==> config.mk <==
export PLATFORM = sky130hd
export DESIGN_NAME = fifo_rptr_empty_flat
export DESIGN_NICKNAME = d
export VERILOG_FILES = /design/src/rtl/fifo_rptr_empty_if.sv /design/src/rtl/fifo_rptr_empty.sv /design/src/flat_wrapper.sv
export SDC_FILE = /design/constraint.sdc
export NUM_CORES = 1
export LEC_CHECK = 0
export ABC_AREA = 0
export CAP_MARGIN = 20
export CORE_ASPECT_RATIO = 1.2
export CORE_MARGIN = 5
export CORE_UTILIZATION = 53
export CTS_CLUSTER_DIAMETER = 30
export CTS_CLUSTER_SIZE = 12
export DETAILED_ROUTE_END_ITERATION = 8
export HOLD_SLACK_MARGIN = 0.02
export PLACE_DENSITY = 0.79
export SYNTH_ARGS = -nofsm -noshare
export SYNTH_HDL_FRONTEND = slang
export SYNTH_SLANG_ARGS = --single-unit
==> constraint.sdc <==
create_clock -name rclk -period 4.1 [get_ports rclk]
set_input_delay 0.41 -clock rclk [delete_from_list [all_inputs] [get_ports rclk]]
set_output_delay 0.41 -clock rclk [all_outputs]
set_load 0.03 [all_outputs]
==> src/rtl/fifo_rptr_empty_if.sv <==
// Read-side bus of the async FIFO pointer block.
// The reader and write-pointer source drive rinc/wptr. The read block returns address and status.
interface fifo_rptr_empty_if #(
  parameter int ADDRSIZE = 4
);
  logic                rinc;
  logic [ADDRSIZE:0]   wptr;
  logic [ADDRSIZE-1:0] raddr;
  logic [ADDRSIZE:0]   rptr;
  logic                rempty;
  logic                ralmost_empty;
  logic [ADDRSIZE:0]   rlevel;

  modport master (
    output rinc, wptr,
    input  raddr, rptr, rempty, ralmost_empty, rlevel
  );

  modport slave (
    input  rinc, wptr,
    output raddr, rptr, rempty, ralmost_empty, rlevel
  );
endinterface

==> src/rtl/fifo_rptr_empty.sv <==
// Read-domain pointer and status block of the async FIFO.
// It brings the Gray write pointer into rclk through a two-flop synchroniser.
// It keeps the binary and Gray read pointers.
// It produces registered empty, almost-empty and fill-level flags.
// The flags are pessimistic because they use the delayed write pointer.
module fifo_rptr_empty #(
  parameter int ADDRSIZE     = 4,
  parameter int ALMOST_EMPTY = 2
) (
  input  logic              rclk,
  input  logic              rrst,
  fifo_rptr_empty_if.slave  bus
);

  localparam logic [ADDRSIZE:0] AE_THR = ALMOST_EMPTY[ADDRSIZE:0];

  function automatic logic [ADDRSIZE:0] bin2gray(input logic [ADDRSIZE:0] b);
    return (b >> 1) ^ b;
  endfunction

  function automatic logic [ADDRSIZE:0] gray2bin(input logic [ADDRSIZE:0] g);
    logic [ADDRSIZE:0] b;
    b[ADDRSIZE] = g[ADDRSIZE];
    for (int i = ADDRSIZE - 1; i >= 0; i--) begin
      b[i] = b[i+1] ^ g[i];
    end
    return b;
  endfunction

  logic [ADDRSIZE:0] r_rq1_wptr;
  logic [ADDRSIZE:0] r_rq2_wptr;
  logic [ADDRSIZE:0] r_rbin;
  logic [ADDRSIZE:0] r_rptr;
  logic              r_rempty;
  logic              r_ralmost_empty;
  logic [ADDRSIZE:0] r_rlevel;

  logic              w_pop;
  logic [ADDRSIZE:0] w_rbinnext;
  logic [ADDRSIZE:0] w_rgraynext;
  logic [ADDRSIZE:0] w_rwbin;
  logic [ADDRSIZE:0] w_level_next;

  // A pop is only honoured while the FIFO is not empty, so underflow is impossible.
  assign w_pop        = bus.rinc & ~r_rempty;
  assign w_rbinnext   = r_rbin + {{ADDRSIZE{1'b0}}, w_pop};
  assign w_rgraynext  = bin2gray(w_rbinnext);
  // The synchronised write pointer is converted to binary for the level arithmetic only.
  assign w_rwbin      = gray2bin(r_rq2_wptr);
  assign w_level_next = w_rwbin - w_rbinnext;

  // Two-flop synchroniser for the Gray write pointer, with no logic between the stages.
  always_ff @(posedge rclk or posedge rrst) begin
    if (rrst) begin
      r_rq1_wptr <= '0;
      r_rq2_wptr <= '0;
    end else begin
      r_rq1_wptr <= bus.wptr;
      r_rq2_wptr <= r_rq1_wptr;
    end
  end

  // Pointer advance and status registers.
  // Status is computed from the next read pointer, so empty asserts on the edge that pops the last entry.
  always_ff @(posedge rclk or posedge rrst) begin
    if (rrst) begin
      r_rbin          <= '0;
      r_rptr          <= '0;
      r_rempty        <= 1'b1;
      r_ralmost_empty <= 1'b1;
      r_rlevel        <= '0;
    end else begin
      r_rbin          <= w_rbinnext;
      r_rptr          <= w_rgraynext;
      r_rempty        <= (w_rgraynext == r_rq2_wptr);
      r_rlevel        <= w_level_next;
      r_ralmost_empty <= (w_level_next <= AE_THR);
    end
  end

  assign bus.raddr         = r_rbin[ADDRSIZE-1:0];
  assign bus.rptr          = r_rptr;
  assign bus.rempty        = r_rempty;
  assign bus.ralmost_empty = r_ralmost_empty;
  assign bus.rlevel        = r_rlevel;

endmodule

==> src/flat_wrapper.sv <==
// flat-port wrapper written by rule: the top's interface ports become plain ports
module fifo_rptr_empty_flat 
#(
  parameter int ADDRSIZE     = 4,
  parameter int ALMOST_EMPTY = 2
)
  (rclk, rrst, bus_rinc, bus_wptr, bus_raddr, bus_rptr, bus_rempty, bus_ralmost_empty, bus_rlevel);
  fifo_rptr_empty_if #(.ADDRSIZE(ADDRSIZE)) bus_i ();
  input  logic rclk;
  input  logic rrst;
  input wire logic [$bits(bus_i.rinc)-1:0] bus_rinc;
  input wire logic [$bits(bus_i.wptr)-1:0] bus_wptr;
  output wire logic [$bits(bus_i.raddr)-1:0] bus_raddr;
  output wire logic [$bits(bus_i.rptr)-1:0] bus_rptr;
  output wire logic [$bits(bus_i.rempty)-1:0] bus_rempty;
  output wire logic [$bits(bus_i.ralmost_empty)-1:0] bus_ralmost_empty;
  output wire logic [$bits(bus_i.rlevel)-1:0] bus_rlevel;
  assign bus_i.rinc = bus_rinc;
  assign bus_i.wptr = bus_wptr;
  assign bus_raddr = bus_i.raddr;
  assign bus_rptr = bus_i.rptr;
  assign bus_rempty = bus_i.rempty;
  assign bus_ralmost_empty = bus_i.ralmost_empty;
  assign bus_rlevel = bus_i.rlevel;
  fifo_rptr_empty #(.ADDRSIZE(ADDRSIZE), .ALMOST_EMPTY(ALMOST_EMPTY)) u_core (.rclk(rclk), .rrst(rrst), .bus(bus_i));
endmodule
=== Word level (Yosys, flattened, before mapping) ===
Cells that the tools add are included.

* Memory bits (writable): 0
* Memories: 0
* Register bits: 27
* Memory bits (read-only): 0
* Bits in latches: 0
* Bits of input ports: 8
* Word-level logic and storage cells: 18
* Output and inout bits: 16

* Shift-type cells: 0
* $add $sub $neg: 2
* Magnitude comparators: 1
* Equality and inequality tests: 1
* Multiply operators: 0
* Muxes and demuxes: 0
* Bitwise operators: 7
* Div/mod/pow operators: 0
* Reduce and logical (&&, ||, !) cells: 0

{| class="wikitable"
|+ Operator list
! cell !! number
|-
| $add 5x1->5 || 1
|-
| $eq 5x5->1 || 1
|-
| $le 5x2->1 const B || 1
|-
| $sub 5x5->5 || 1
|-
| $xor 4x5->5 || 1
|-
| $xor 1x1->1 || 4
|-
| $and 1x1->1 || 1
|-
| $not 1->1 || 1
|}

=== Logic depth before layout (Yosys ltp) ===
Gate-level depths: netlist of the first run.

* Depth after elaboration: 6
* Gate-level depth with buffers: 9
* Gate-level depth less buffers: 9

=== Worst setup path after synthesis of the first run ===
Ideal clock, no wire load.

* Kind: reg-to-reg
* From: register u_core.r_rq2_wptr[4]
* To: register u_core.r_ralmost_empty (netlist: u_core.bus.ralmost_empty)
* Path buffers: 0
* Setup slack: 1.529 ns
* Required time: 3.995 ns
* Setup time: 0.105 ns
* Data arrival time: 2.466 ns
* Period minus slack after synthesis: 2.571 ns
* Stages on the path, launching flop included: 10
* Path through: dfrtp_1 > xor3_2 > xor2_1 > xnor2_1 > ha_1 > inv_1 > fa_1 > a31oi_1 > xnor2_1 > a2111oi_2

* Word-level cells in the longest chain between the ends: 6

{| class="wikitable"
|+ Ends and longest elaborated chain
! what !! line !! source
|-
| from (decl) || fifo_rptr_empty.sv:31 || <nowiki>logic [ADDRSIZE:0] r_rq2_wptr;</nowiki>
|-
| from (signal assigned) || fifo_rptr_empty.sv:59 || <nowiki>r_rq2_wptr <= r_rq1_wptr;</nowiki>
|-
| $xor 1x1->1 (4 in series) || fifo_rptr_empty.sv:25 || <nowiki>b[i] = b[i+1] ^ g[i];</nowiki>
|-
| $sub 5x5->5 (*) || fifo_rptr_empty.sv:50 || <nowiki>assign w_level_next = w_rwbin - w_rbinnext;</nowiki>
|-
| via u_core.w_level_next[4] || fifo_rptr_empty.sv:42 || <nowiki>logic [ADDRSIZE:0] w_level_next;</nowiki>
|-
| $le 5x2->1 (*) || fifo_rptr_empty.sv:77 || <nowiki>r_ralmost_empty <= (w_level_next <= AE_THR);</nowiki>
|-
| to (signal assigned) || fifo_rptr_empty.sv:77 ||
|-
| to (decl) || fifo_rptr_empty.sv:35 || <nowiki>logic r_ralmost_empty;</nowiki>
|}

Mark *: on every way through the listed nets, which the timed path passes. The rest lies on a longest branch.

=== Worst setup path in the final report of the first run ===
Same ends and word-level chain as after synthesis.

==> impl_metrics.yaml, run 1 <==
synth:
  yosys-top-cells-area: "dfrtp_1 53%, xnor2_1 12%, ha_1 6.7%, dfstp_2 4.7%, xor2_1 4.7%"
  ys_types: 21
  syn_inst: 80
  synth_top_area_cell: "dfrtp_1"
  yosys_warnings: 0
  synth-seq-area-share_pct: 57.9
  ys_seq_elements: 26
  syn_area_per_cell_um2: 14.1
  yosysTopAreaCellShare_pct: 53.2
  syn_area_mm2: 0.00113
  syn_nets: 95
clock_tree:
  ctsResizeCount: 0
  cts_setup_buffers: 0
  path_clk_slew_ns: 0.13
  clk_latency_ns: 0.32
  cts_hold_buffers: 0
  cts_made_buffers: 3
  cts_max_level: 1
  clockBufferDepth: 2
  cts_root_buf: "clkbuf_4"
  clock-sinks: 26
  cts_tree: "built"
worst_setup_path:
  worst-path-max-fanout: 3
  path_cells: "xor3_2 -> xor2_1 -> xnor2_1 -> ha_1 -> inv_1 -> fa_1 -> a31oi_1 -> xnor2_1 -> a2111oi_2"
  crit_start: "u_core.r_rq2_wptr[4]"
  worstPathBufferInverterCount: 1
  worstSetupPathType: "reg -> reg"
  r2r_end: "u_core.bus.ralmost_empty"
  cp.depth: 9
  arrival_ns: 3.02
  startpoint_type: "flip-flop"
  ff2ff_setup_slack_ns: 1.31
  crit_family: "XOR/XNOR gates"
  cp-end-kind: "flip-flop"
  r2r_start: "u_core.r_rq2_wptr[4]"
  cp.required_ns: 4.32
  cpMostUsedCell: "xnor2_1"
  max_stage_delay_ns: 0.50
  crit_path_end: "u_core.bus.ralmost_empty"
  crit_slowest_cell: "xor3_2"
  reg2reg_depth: 9
global_route:
  grt_pass1_wl_um: 2920
  grt.overflow.total: 0
  grt_pass1_vias: 657
  gr-usage-met2_pct: 24.4
  antenna_found_initial: 0
  grtUsageTotal_pct: 13.1
  grt-busiest-layer: "met2"
  grt_max_degree: 27
  grt_util_met1_pct: 14.3
  grtUsageMet3_pct: 2.70
floorplanning:
  rows: 18
  io_pins: 24
  dieArea_mm2: 0.00316
  start_util_pct: 55.1
  coreArea_mm2: 0.00205
  die_h_um: 60.6
  die_w_um: 52.1
drt:
  vias: 647
  drcViolationCount: 0
  drtIter0Drc: 6
  dr.pass1.iters: 4
  drt-total-wl_um: 1770
  via_per_inst: 4.79
  wl_per_cell_um: 13.1
  antenna_left: 0
sta:
  whs_ns: 0.364
  worst_slew_pin_slew_ns: 0.948
  setup_viol: 0
  period_minus_slack_ns: 2.79
  finClkSkew_ns: 0.00731
  timing_hold_violations_final: 0
  slew_viol_final: 0
  clock.fmax_ghz: 0.358
  rsz0062_at_grt: "false"
  fin_tns_setup_ns: 0
  period_share_pct: 68.2
  timing.slew.headroom_pct: 36.8
  fin_ws_ns: 1.31
placement:
  gp_congestion: 0.772
  port_buffers: 23
  pre_cts_ws_ns: 1.12
  post-dp-hpwl_um: 1410
finish:
  seq_area_um2: 653
  final_net_count: 121
  fin_util_pct: 70.0
  diodes: 0
  syn2layout_area_growth_pct: 27.1
  multi_input_area_um2: 434
  layout-drive-gt1-share_pct: 7.62
  fillers: 142
hold_path:
  holdCritPathClass: "reg -> reg"
run_status:
  status: "complete, no violations"
job:
  drv_cap: 0
-- kinds of logic after synthesis --
family,Yosys count,share of synthesized area [%]
xor+xnor,23,20.6
flops,26,57.9
fa+ha+maj,7,8.43
buf+inv,9,3.66
simple gates,8,4.55
compound gates,7,4.88
-- routing by layer --
metal	routed length [µm]	share of wire, %	up-vias
met5	0	0	-
met2	957	54	20
li1	-	-	309
met3	111	6.3	4
met1	669	38	314
met4	30	1.7	0
-- through the flow --
stage | instance area [µm²] | instances
after CTS | 1430 | 135
after floorplan | 1130 | 80
after global placement | 1380 | 131
final | 1430 | 135
after global routing | 1430 | 135
after detailed placement | 1380 | 131
-- Yosys cell counts --
cell / instances
a2111oi_2: 1
xor3_1: 1
nand4_1: 1
dfstp_2: 2
and3b_1: 1
buf_4: 2
nand2_1: 1
xor3_2: 1
xnor2_1: 15
a21o_1: 2
dfrtp_1: 24
fa_1: 1
a31oi_1: 1
ha_1: 6
and4b_1: 1
a21oi_1: 2
nand3_1: 2
xor2_1: 6
a311oi_1: 1
inv_1: 7
nor2b_1: 2
-- state kept, by name, indices dropped and copies added, names as in the netlist --
signal and cells:
u_core.bus.rptr 4, u_core.r_rq2_wptr 5, u_core.r_rbin 5, u_core.r_rq1_wptr 5, u_core.bus.rlevel 5, u_core.bus.rempty 1
u_core.bus.ralmost_empty 1
-- worst min-delay path by stage --
stage          cells past startpoint                 start  slack, ns                    to
4_1_cts                            0  u_core.r_rq1_wptr[3]       0.37  u_core.r_rq2_wptr[3]
6_report                           0  u_core.r_rq1_wptr[3]       0.36  u_core.r_rq2_wptr[3]
2_1_floorplan                      0  u_core.r_rq1_wptr[0]       0.33  u_core.r_rq2_wptr[0]
5_1_grt                            0  u_core.r_rq1_wptr[4]       0.38  u_core.r_rq2_wptr[4]
3_5_place_dp                       0  u_core.r_rq1_wptr[3]       0.33  u_core.r_rq2_wptr[3]
3_3_place_gp                       0  u_core.r_rq1_wptr[0]       0.33  u_core.r_rq2_wptr[0]
-- worst reg2reg max path: cells and delay by family (launching register included) --
family                   cells  cell delay [ns]
XOR/XNOR                     4             1.12
flip-flops                   1             0.43
adder cells (fa/ha/maj)      2             0.58
buffers and inverters        1             0.06
AO/OA/AOI/OAI                2             0.52
-- placed cells by master, fill, tap and decap left out, drive strengths merged --
cell type,netlist,routed
clkbuf,0,3
xnor2,15,15
and4b,1,1
fa,1,1
xor2,6,6
nand4,1,1
dfrtp,24,24
a31oi,1,1
nand2,1,1
a311oi,1,1
bufinv,0,1
nand3,2,2
nor2b,2,2
ha,6,6
and3b,1,1
dfstp,2,2
inv,7,7
a21oi,2,2
xor3,2,2
clkdlybuf4s50,0,23
a2111oi,1,1
a21o,2,2
-- layout make-up --
type                            count  share of cell area (%)
Clock buffer                        3                    1.57
Inverter                            7                    1.83
Timing Repair Buffer               23                    16.1
Tap cell                           30                    2.62
Clock inverter                      1                    2.09
Multi-Input combinational cell     45                    30.3
Sequential cell                    26                    45.5
Power of run 1 is left out: the tool's default activity adds up to more than one toggle a clock period on the data nets, which glitch-free logic cannot reach.
==> run 2: changes to the inputs <==
- CORE_UTILIZATION: 53 -> 44
- PLACE_DENSITY: 0.79 -> 0.69
- clock period: 4.1 -> 2.3 ns (I/O delays scaled with it)
==> run 2 against run 1 <==
Routed wire length up 15%; first-iteration DRC count stayed put; register-to-register slack worse by 1.5 ns; global-route usage is 1.1 points lower; sequential share of layout area decreased by 5.8 points; die area grew 17%; non-clock buffer count rose by 18; maximum frequency increased by 13%; the run now ends with negative setup slack left; clock skew is 0.0023 ns higher; cell area up 15%; critical endpoint unchanged; hold slack got worse by 0.13 ns.
==> impl_metrics.yaml, run 2 (synthesis results as in run 1) <==
global_route:
  grt_pass1_wl_um: 3350
  grt.overflow.total: 0
  grt_max_degree: 27
  grtUsageTotal_pct: 12.0
  grtUsageMet3_pct: 1.96
  antenna_found_initial: 0
  gr-usage-met2_pct: 21.9
  grt_util_met1_pct: 13.3
  grt-busiest-layer: "met2"
  grt_pass1_vias: 774
hold_path:
  holdCritPathClass: "in -> async"
floorplanning:
  coreArea_mm2: 0.00250
  dieArea_mm2: 0.00368
  die_h_um: 65.5
  start_util_pct: 45.1
  rows: 20
  die_w_um: 56.2
  io_pins: 24
run_status:
  violations: "negative setup slack"
  status: "finished, violations left"
drt:
  antenna_left: 0
  wl_per_cell_um: 13.1
  vias: 722
  dr.pass1.iters: 4
  via_per_inst: 4.63
  drtIter0Drc: 6
  drcViolationCount: 0
  drt-total-wl_um: 2040
clock_tree:
  clk_latency_ns: 0.33
  clock-sinks: 26
  cts_root_buf: "clkbuf_4"
  cts_tree: "built"
  clockBufferDepth: 2
  cts_max_level: 1
  cts_made_buffers: 3
  path_clk_slew_ns: 0.14
sta:
  clock.fmax_ghz: 0.405
  worst_slew_pin_slew_ns: 0.390
  fin_tns_setup_ns: -0.366
  timing_hold_violations_final: 0
  period_share_pct: 107
  setup_viol: 3
  slew_viol_final: 0
  timing.slew.headroom_pct: 73.8
  rsz0062_at_grt: "true"
  fin_ws_ns: -0.171
  finClkSkew_ns: 0.00962
  period_minus_slack_ns: 2.47
finish:
  syn2layout_area_growth_pct: 45.6
  fin_util_pct: 65.6
  layout_commonest_cell: "dfrtp_1"
  layout-drive-gt1-share_pct: 28.5
  final_net_count: 139
  mostFrequentLayoutCells: "24 x dfrtp_1, 23 x clkdlybuf4s50_1, 18 x buf_4, 12 x xnor2_1"
  diodes: 0
worst_setup_path:
  worstSetupPathType: "reg -> reg"
  worst-path-max-fanout: 2
  max_stage_delay_ns: 0.46
  crit_family: "XOR/XNOR gates"
  path_cells: "xor3_2 -> xor2_2 -> xnor2_1 -> ha_1 -> inv_2 -> fa_2 -> a31oi_4 -> xnor2_2 -> a2111oi_4"
  ff2ff_setup_slack_ns: -0.17
  cp-end-kind: "flip-flop"
  cp.depth: 9
  arrival_ns: 2.70
  crit_slowest_cell: "xor3_2"
  worstPathBufferInverterCount: 1
  cp.required_ns: 2.53
  reg2reg_depth: 9
  startpoint_type: "flip-flop"
placement:
  post-dp-hpwl_um: 1500
  gp_congestion: 0.784
  port_buffers: 23
  pre_cts_ws_ns: -0.319
job:
  drv_cap: 0
[run 2: final timing paths]
| kind | startpoint | to |
|---|---|---|
| min in group rclk | bus_wptr[2] | u_core.r_rq1_wptr[2] |
| worst max register to register | u_core.r_rq2_wptr[2] | u_core.bus.ralmost_empty |
| max in group asynchronous | rrst | u_core.bus.ralmost_empty |
| worst min-delay path | rrst | u_core.r_rq1_wptr[1] |
| worst max-delay path | u_core.r_rq2_wptr[2] | u_core.bus.ralmost_empty |
| worst min register to register | u_core.r_rq1_wptr[0] | u_core.r_rq2_wptr[0] |
[run 2: metrics by stage]
step	cell area, µm²	hold WS (ns)	instances
finish	1640	0.229	156
global placement	1520	0.333	149
floorplan	1150	0.261	80
CTS	1580	0.228	154
global route	1640	0.266	156
detailed placement	1520	0.336	149
[run 2: timing repair]
action                                  in CTS  in global routing
resized for setup                            0                  8
pin swaps                                    3                  6
hold buffers                                 0                  0
endpoints found under the setup margin       1                  5
buffers inserted                             1                  2
[run 2: cell type report]
class	count	area, µm²
multi-input cells	45	504
well taps	33	41.3
flip-flops and latches	26	653
repair buffers	41	365
clock buffers	3	22.5
clock inverters	1	30.0
inverters	7	26.3
fillers	197	860
[run 2: per-layer routing]
layer  vias up  share of wire, %
li1        347                 -
met1       352                43
met2        21                50
met3         2               5.7
met4         0               1.4
met5         -                 0
[run 2: worst reg2reg max path, stage by stage, from the launching register on]
cell       delay (ns)
dfrtp_1          0.38
xor3_2           0.46
xor2_2           0.20
xnor2_1          0.14
ha_1             0.17
inv_2            0.05
fa_2             0.39
a31oi_4          0.16
xnor2_2          0.11
a2111oi_4        0.31
Power of run 2 is left out for the same reason.
==> run 3: changes to the inputs <==
- PLACE_DENSITY: 0.69 -> 0.73
==> run 3 against run 2 <==
The flow still finishes with violations (negative setup slack); clock skew is 0.0060 ns lower; routed wire length increased by 0.54%; sequential cell count is the same; critical path depth down 1.
==> impl_metrics.yaml, run 3 (synthesis results as in run 1) <==
placement:
  post-dp-hpwl_um: 1530
  place_inst: 150
  place_area_mm2: 0.00152
  gp_congestion: 0.745
  port_buffers: 23
drt:
  via_per_inst: 4.63
  antenna_left: 0
  wl_per_cell_um: 13.3
  vias: 713
  drcViolationCount: 0
  drt-total-wl_um: 2050
  dr.pass1.iters: 4
  drtIter0Drc: 8
clock_tree:
  cts_setup_buffers: 0
  path_clk_slew_ns: 0.13
  cts_tree: "built"
  cts_made_buffers: 3
  clk_latency_ns: 0.31
  cts_root_buf: "clkbuf_4"
  clockBufferDepth: 2
  cts_max_level: 1
  cts_hold_buffers: 0
  clock-sinks: 26
sta:
  worst_slew_pin_slew_ns: 0.357
  fin_tns_setup_ns: -0.0952
  rsz0062_at_grt: "true"
  timing.slew.headroom_pct: 76.0
  slew_viol_final: 0
  fin_ws_ns: -0.0952
  period_minus_slack_ns: 2.40
  clock.fmax_ghz: 0.418
  finClkSkew_ns: 0.00366
  timing_hold_violations_final: 0
  period_share_pct: 104
  setup_viol: 1
  whs_ns: 0.244
finish:
  mostFrequentLayoutCells: "24 x dfrtp_1, 23 x clkdlybuf4s50_1, 16 x buf_4, 12 x xnor2_1, 7 x inv_1"
  layout_commonest_cell: "dfrtp_1"
  final_area_mm2: 0.00160
  syn2layout_area_growth_pct: 41.7
  final_net_count: 137
  layout-drive-gt1-share_pct: 26.4
  diodes: 0
  final_cell_count_no_fill: 154
worst_setup_path:
  arrival_ns: 2.61
  crit_family: "XOR/XNOR gates"
  path_cells: "xor3_2 -> xor2_2 -> xnor2_1 -> ha_1 -> inv_1 -> fa_2 -> xor2_1 -> a2111oi_2"
  cp.required_ns: 2.52
  max_stage_delay_ns: 0.46
  crit_slowest_cell: "xor3_2"
  cp-end-kind: "flip-flop"
  startpoint_type: "flip-flop"
  worstPathBufferInverterCount: 1
  worstSetupPathType: "reg -> reg"
  worst-path-max-fanout: 2
floorplanning:
  die_w_um: 56.2
  die_h_um: 65.5
  io_pins: 24
  coreArea_mm2: 0.00250
  dieArea_mm2: 0.00368
  start_util_pct: 45.1
  rows: 20
global_route:
  grt_max_degree: 27
  grt_pass1_vias: 781
  grt_pass1_wl_um: 3510
  antenna_found_initial: 0
  grtUsageTotal_pct: 12.3
  grt.overflow.total: 0
hold_path:
  holdCritPathClass: "in -> async"
run_status:
  violations: "negative setup slack"
  status: "finished, violations left"
job:
  drv_cap: 0
[run 3: repair_timing]
item | 4_1_cts | 5_1_grt
endpoints found under the setup margin | 2 | 5
pin swaps | 4 | 2
resized for setup | 0 | 6
hold endpoints to repair | 0 | 0
[run 3: final cells by class]
| type | instances | area [µm²] |
|---|---|---|
| Fill cell | 196 | 903 |
| Tap cell | 33 | 41.3 |
| Timing Repair Buffer | 39 | 350 |
| Inverter | 7 | 26.3 |
| Sequential cell | 26 | 653 |
| Multi-Input combinational cell | 45 | 492 |
| Clock buffer | 4 | 36.3 |
[run 3: worst paths after layout]
kind                                       from                       end  slack (ns)  depth (start not counted)
max                        u_core.r_rq2_wptr[3]  u_core.bus.ralmost_empty        -0.1                          8
min                                        rrst      u_core.bus.rlevel[0]        0.24                          3
max reg2reg                u_core.r_rq2_wptr[3]  u_core.bus.ralmost_empty        -0.1                          8
min reg2reg                u_core.r_rq1_wptr[3]      u_core.r_rq2_wptr[3]        0.36                          0
max in group asynchronous                  rrst         u_core.bus.rempty        1.77                          3
min in group rclk                   bus_wptr[3]      u_core.r_rq1_wptr[3]        0.34                          1
[run 3: through the flow]
stage / util [%] / worst slack (ns)
after global routing: 63.9 / -0.199
final: 63.9 / -0.0952
after global placement: 60.9 / -0.187
after CTS: 62.3 / -0.0942
after detailed placement: 60.9 / -0.252
after floorplan: - / -0.0822
[run 3: layer usage]
layer | up-vias | track usage [%] | wire [µm]
met3 | 2 | 2.75 | 83
met5 | - | 0 | 0
li1 | 343 | - | -
met4 | 0 | 3.86 | 15
met2 | 16 | 23.0 | 1130
met1 | 352 | 13.8 | 818
[run 3: worst min-delay path, delay by kind of cell]
family / cells / cell delay (ns)
buffers and inverters: 3 / 0.74
Power of run 3 is left out for the same reason.
